--- src/rtl/cla_pkg.sv ---
// cla_pkg: shared widths and operand/sum types for the CLA adder datapath
package cla_pkg;
    localparam int CLA_W = 15;
    localparam int CLA_SUM_W = CLA_W + 1;
    typedef logic [CLA_W-1:0] cla_op_t;
    typedef logic [CLA_SUM_W-1:0] cla_sum_t;
endpackage

--- src/rtl/cla_add_pipe_if.sv ---
// cla_add_pipe_if: operand-in / sum-out valid-ready bus of the pipelined adder
interface cla_add_pipe_if #(
    parameter int WIDTH = 15,
    parameter int CNT_W = 16
);
    logic             i_valid;
    logic             o_ready;
    logic [WIDTH-1:0] i_add1;
    logic [WIDTH-1:0] i_add2;
    logic             o_valid;
    logic             i_ready;
    logic [WIDTH:0]   o_result;
    logic [CNT_W-1:0] o_count;
    modport master (
        output i_valid, i_add1, i_add2, i_ready,
        input  o_ready, o_valid, o_result, o_count
    );
    modport slave (
        input  i_valid, i_add1, i_add2, i_ready,
        output o_ready, o_valid, o_result, o_count
    );
endinterface

--- src/rtl/cla_15bit.sv ---
// cla_15bit: combinational carry-lookahead adder, 4-bit lookahead groups rippling group carries
module cla_15bit
    import cla_pkg::*;
(
    input  cla_op_t  a,
    input  cla_op_t  b,
    output cla_sum_t s
);
    logic [CLA_W-1:0] g;
    logic [CLA_W-1:0] p;
    logic [CLA_W:0]   c;
    assign g = a & b;
    assign p = a ^ b;
    assign c[0] = 1'b0;
    for (genvar k = 0; k < 4; k++) begin : g_grp
        localparam int B = 4 * k;
        assign c[B+1] = g[B] | (p[B] & c[B]);
        assign c[B+2] = g[B+1] | (p[B+1] & g[B]) | (p[B+1] & p[B] & c[B]);
        assign c[B+3] = g[B+2] | (p[B+2] & g[B+1]) | (p[B+2] & p[B+1] & g[B])
                      | (p[B+2] & p[B+1] & p[B] & c[B]);
        // the top group only has three bits; its last carry is the adder carry-out
        if (k < 3) begin : g_full
            assign c[B+4] = g[B+3] | (p[B+3] & g[B+2]) | (p[B+3] & p[B+2] & g[B+1])
                          | (p[B+3] & p[B+2] & p[B+1] & g[B])
                          | (p[B+3] & p[B+2] & p[B+1] & p[B] & c[B]);
        end
    end
    assign s = {c[CLA_W], p ^ c[CLA_W-1:0]};
endmodule

--- src/rtl/cla_add_pipe.sv ---
// cla_add_pipe: two-stage valid/ready wrapper (operand reg -> CLA core -> result reg)
module cla_add_pipe
    import cla_pkg::*;
#(
    parameter int WIDTH = 15,
    parameter int CNT_W = 16
) (
    input  logic           i_clk,
    input  logic           i_rst,
    cla_add_pipe_if.slave  bus
);
    if (WIDTH != CLA_W) begin : g_width_check
        $error("cla_add_pipe: WIDTH must equal CLA_W");
    end
    cla_op_t  s1_add1;
    cla_op_t  s1_add2;
    cla_sum_t sum;
    logic     s1_valid;
    logic     accept;
    logic     move;
    assign bus.o_ready = !s1_valid || !bus.o_valid || bus.i_ready;
    assign accept = bus.i_valid && bus.o_ready;
    assign move = s1_valid && (!bus.o_valid || bus.i_ready);
    cla_15bit u_core (
        .a(s1_add1),
        .b(s1_add2),
        .s(sum)
    );
    // operand stage: capture on accept, stay full while the result stage is blocked
    always_ff @(posedge i_clk or posedge i_rst) begin
        if (i_rst) begin
            s1_valid <= 1'b0;
            s1_add1 <= '0;
            s1_add2 <= '0;
            bus.o_count <= '0;
        end else begin
            s1_valid <= accept || (s1_valid && !move);
            if (accept) begin
                s1_add1 <= bus.i_add1;
                s1_add2 <= bus.i_add2;
                bus.o_count <= bus.o_count + CNT_W'(1);
            end
        end
    end
    // result stage: load the core sum when free or draining, hold it under backpressure
    always_ff @(posedge i_clk or posedge i_rst) begin
        if (i_rst) begin
            bus.o_valid <= 1'b0;
            bus.o_result <= '0;
        end else begin
            bus.o_valid <= move || (bus.o_valid && !bus.i_ready);
            if (move) bus.o_result <= sum;
        end
    end
endmodule

--- src/flat_wrapper.sv ---
// flat-port wrapper written by rule: the top's interface ports become plain ports
module cla_add_pipe_flat import cla_pkg::*;
#(
    parameter int WIDTH = 15,
    parameter int CNT_W = 16
)
  (i_clk, i_rst, bus_i_valid, bus_i_add1, bus_i_add2, bus_i_ready, bus_o_ready, bus_o_valid, bus_o_result, bus_o_count);
  cla_add_pipe_if #(.WIDTH(WIDTH), .CNT_W(CNT_W)) bus_i ();
  input  logic i_clk;
  input  logic i_rst;
  input wire logic [$bits(bus_i.i_valid)-1:0] bus_i_valid;
  input wire logic [$bits(bus_i.i_add1)-1:0] bus_i_add1;
  input wire logic [$bits(bus_i.i_add2)-1:0] bus_i_add2;
  input wire logic [$bits(bus_i.i_ready)-1:0] bus_i_ready;
  output wire logic [$bits(bus_i.o_ready)-1:0] bus_o_ready;
  output wire logic [$bits(bus_i.o_valid)-1:0] bus_o_valid;
  output wire logic [$bits(bus_i.o_result)-1:0] bus_o_result;
  output wire logic [$bits(bus_i.o_count)-1:0] bus_o_count;
  assign bus_i.i_valid = bus_i_valid;
  assign bus_i.i_add1 = bus_i_add1;
  assign bus_i.i_add2 = bus_i_add2;
  assign bus_i.i_ready = bus_i_ready;
  assign bus_o_ready = bus_i.o_ready;
  assign bus_o_valid = bus_i.o_valid;
  assign bus_o_result = bus_i.o_result;
  assign bus_o_count = bus_i.o_count;
  cla_add_pipe #(.WIDTH(WIDTH), .CNT_W(CNT_W)) u_core (.i_clk(i_clk), .i_rst(i_rst), .bus(bus_i));
endmodule
--- config.mk ---
export PLATFORM = sky130hd
export DESIGN_NAME = cla_add_pipe_flat
export DESIGN_NICKNAME = d
export VERILOG_FILES = /design/src/rtl/cla_pkg.sv /design/src/rtl/cla_add_pipe_if.sv /design/src/rtl/cla_15bit.sv /design/src/rtl/cla_add_pipe.sv /design/src/flat_wrapper.sv
export SDC_FILE = /design/constraint.sdc
export NUM_CORES = 1
export LEC_CHECK = 0
export CORE_ASPECT_RATIO = 1.2
export CORE_MARGIN = 2
export CORE_UTILIZATION = 35
export CTS_CLUSTER_SIZE = 14
export DETAILED_ROUTE_END_ITERATION = 7
export PLACE_DENSITY_LB_ADDON = 0.25
export REMOVE_ABC_BUFFERS = 1
export SYNTH_ARGS = -nofsm -noshare
export SYNTH_HDL_FRONTEND = slang
export SYNTH_HIERARCHICAL = 1
export SYNTH_SLANG_ARGS = --single-unit
export TNS_END_PERCENT = 30
--- constraint.sdc ---
create_clock -name i_clk -period 3.8 [get_ports i_clk]
set_input_delay 0.76 -clock i_clk [delete_from_list [all_inputs] [get_ports i_clk]]
set_output_delay 0.76 -clock i_clk [all_outputs]
set_load 0.02 [all_outputs]
==> impl_metrics.py <==
metrics = {
    "clocking": {
        "cts_buffer_depth": 2,
        "cts_tree": "yes",
        "holdBufCountCts": 0,
        "cts_made_buffers": 9,
        "cts_sinks": 64,
        "clkLatencyLatePin_ns": 0.34,
        "ctsResizeCount": 0,
        "htreeDepth": 3,
        "root_buffer": "clkbuf_8",
        "post_cts_buffers": 0,
        "clk_pin_slew_ns": 0.07,
    },
    "drt": {
        "drtAntennaViolNets": 0,
        "wl_per_cell_um": 13.16,
        "via_per_inst": 4.669,
        "drt_iter0_markers": 49,
        "drc": 0,
        "num_vias": 2339,
        "drt_first_pass_iters": 4,
        "wl_um": 6593,
    },
    "worst_setup_path": {
        "critPathCapture": "bus_o_ready",
        "worst-path-buf-inv": 2,
        "crit_path_top_delay_cell": "clkdlybuf4s50_1",
        "regToRegStartpoint": "u_core/s1_add1[3]",
        "r2r_end": "u_core/bus.o_result[12]",
        "cp_max_fo": 6,
        "cp_slowest_stage_delay_ns": 0.62,
        "arrival_ns": 2.03,
        "crit_chain": "clkdlybuf4s50_1 > nand3b_4 > clkdlybuf4s50_1",
        "critical-path-top-delay-family": "buffers and inverters",
        "crit_start": "bus_i_ready",
        "end_kind": "output pin",
        "regToRegSetupSlack_ns": 1.14,
        "crit_cells": 3,
        "critPathKind": "in -> out",
        "crit_required_ns": 3.04,
        "cp-start-kind": "input port",
        "crit_path_frequent_cell": "clkdlybuf4s50_1",
        "ff2ff_path_depth": 9,
    },
    "job": {
        "drv_cap": 0,
    },
    "yosys": {
        "yosys.area_share.simple_pct": 20.26,
        "syn_area_per_cell_um2": 10.57,
        "ys.flop_type": "dfrtp_1",
        "yosysWarnings": 6,
        "yosysSeqAreaShare_pct": 50.16,
        "synth_top_family_by_area": "simple AND/OR/NAND/NOR gates",
        "yosysTopAreaCellShare_pct": 50.16,
        "synth-compound-area-share_pct": 5.682,
        "yosysTopAreaCell": "dfrtp_1",
        "netlist_top_cells_area": "dfrtp_1 50%, nand2_1 12%, ha_1 6.3%",
        "async_reset_ff_share_pct": 100.0,
        "synth_mux_area_share_pct": 5.956,
        "synth-xor-area-share_pct": 7.132,
        "synthesis.area_um2": 3193,
        "synth_adder_area_share_pct": 8.777,
        "synthDistinctLibCells": 42,
        "synth_edf_count": 0,
        "syn_inst": 302,
        "ys_ff_latch": 64,
    },
    "pwr": {
        "ir_drop_v": 0.0002201,
        "leakagePower_nw": 1.998,
        "p_sw_share_pct": 32.78,
        "internal_power_mw": 1.623,
        "clock_power_share_pct": 24.4,
        "combPwrFrac_pct": 35.9,
        "p_switching_uw": 791.4,
        "power_frac_seq_pct": 39.8,
        "power.density_nw_per_um2": 574.8,
    },
    "placement": {
        "portBuffers": 67,
        "finalWeightedCongestion": 0.7479,
        "post-dp-hpwl_um": 4739,
    },
    "floorplanning": {
        "initial_core_util_pct": 35.72,
        "num_rows": 38,
        "die_w_um": 91.19,
        "core_um2": 8939,
        "pin_count": 68,
        "die_h_um": 108.6,
        "dieArea_um2": 9906,
    },
    "layout": {
        "n_antenna_cell": 0,
        "nFillCells": 876,
        "layout_commonest_cell": "nand2_1",
        "area_delta_synth_final_pct": 31.54,
        "drive_gt1_share_pct": 13.12,
        "final_cell_mix": "102 x nand2_1, 67 x clkdlybuf4s50_1, 64 x dfrtp_1",
        "finalNetCount": 430,
    },
    "timing": {
        "drv_slew": 0,
        "slew_headroom_pct": 40.56,
        "hold_viol": 0,
        "post-route-min-period_ns": 2.788,
        "rsz0062_at_grt": "no",
        "finalCritPeriodShare_pct": 73.36,
        "skew_ns": 0.009607,
        "clock.fmax_ghz": 0.3587,
        "fin_tns_setup_ns": 0,
        "setup_viol": 0,
        "tightest_slew_ns": 0.8902,
        "timing.hold.ws_ns": 0.4774,
    },
    "min_path": {
        "holdCritPathClass": "reg -> reg",
    },
    "global_routing": {
        "grt_pass1_wl_um": 11220,
        "grt_pass1_vias": 2399,
        "antenna_found_initial": 0,
        "track_usage_pct": 14.42,
        "grt_start_max_net_pins": 44,
        "grt_overflow": 0,
    },
    "status": {
        "status": "completed",
    },
}
## power groups by stage
stage | clock network, mW | registers, mW | logic [mW]
after detailed placement | 0 | 0.975 | 0.875
final | 0.588 | 0.960 | 0.866
after global routing | 0.629 | 0.989 | 0.949
after floorplan | 0 | 1.09 | 0.388
after CTS | 0.608 | 0.966 | 0.881
after global placement | 0 | 0.970 | 0.863
## stage by stage
step | worst slack, ns | power, mW | util (%) | instance area, um2 | cells
final | 1.012 | 2.414 | 46.99 | 4200 | 501
after global routing | 0.9751 | 2.567 | 46.99 | 4200 | 501
after CTS | 0.9957 | 2.455 | 46.99 | 4200 | 501
after detailed placement | 1.003 | 1.850 | 44.76 | 4001 | 485
after global placement | 0.9935 | 1.833 | 44.76 | 4001 | 485
after floorplan | 1.412 | 1.476 | - | 3151 | 294
## area by class of cell
class / count / area [um2] / area share [%]
clock buffers: 13 / 158.9 / 3.783
clock inverters: 3 / 40.04 / 0.9532
inverters: 6 / 22.52 / 0.5362
multi-input cells: 224 / 1526 / 36.34
flip-flops and latches: 64 / 1602 / 38.13
well taps: 120 / 150.1 / 3.575
repair buffers: 71 / 700.7 / 16.68
## worst min path at each step
stage | start | endpoint | slack, ns | cells past startpoint
detailed placement | u_core/s1_add2[6] | u_core/s1_add2[6] | 0.47 | 2
floorplan | u_core/s1_add2[0] | u_core/s1_add2[0] | 0.45 | 2
global placement | u_core/s1_add2[11] | u_core/s1_add2[11] | 0.46 | 2
finish | u_core/bus.o_count[15] | u_core/bus.o_count[15] | 0.48 | 1
CTS | u_core/bus.o_count[15] | u_core/bus.o_count[15] | 0.48 | 1
global route | u_core/s1_add2[5] | u_core/s1_add2[5] | 0.51 | 2
## per-layer routing
metal | GRT usage, % | wire, um | part of all wire, % | vias to the layer above
met5 | 0 | 0 | 0 | -
met4 | 6.818 | 131 | 2.0 | 0
met3 | 4.423 | 403 | 6.1 | 11
met2 | 23.17 | 3115 | 47 | 55
met1 | 17.85 | 2943 | 45 | 1124
li1 | - | - | - | 1149
## cells in the mapped netlist (all sizes together), types with 2 or more instances
| master | n |
|---|---|
| nor4 | 2 |
| nor2 | 4 |
| nand2b | 5 |
| a21o | 5 |
| ha | 16 |
| buf | 8 |
| nand4 | 5 |
| xor2 | 12 |
| and2 | 2 |
| o21ai | 4 |
| nor3 | 4 |
| nand2 | 103 |
| fa | 4 |
| a21oi | 8 |
| mux2 | 16 |
| dfrtp | 64 |
| inv | 6 |
| xnor2 | 14 |
| nand3 | 6 |
## flip-flops by register name, indices dropped and copies added, names as in the netlist
signal and flops:
u_core/s1_add2 15, u_core/s1_valid 1, u_core/s1_add1 15, u_core/bus.o_result 16, u_core/bus.o_valid 1, u_core/bus.o_count 16
## cell families (layout without fill, tap and decap cells)
kind of cell / after synthesis / after routing
flip-flops: 64 / 64
AO/OA/AOI/OAI: 25 / 25
multiplexers: 17 / 17
buffers and inverters: 14 / 93
AND/OR/NAND/NOR: 136 / 136
XOR/XNOR: 26 / 26
adder cells (fa/ha/maj): 20 / 20
No activity file was read; power rests on OpenSTA's default activity.
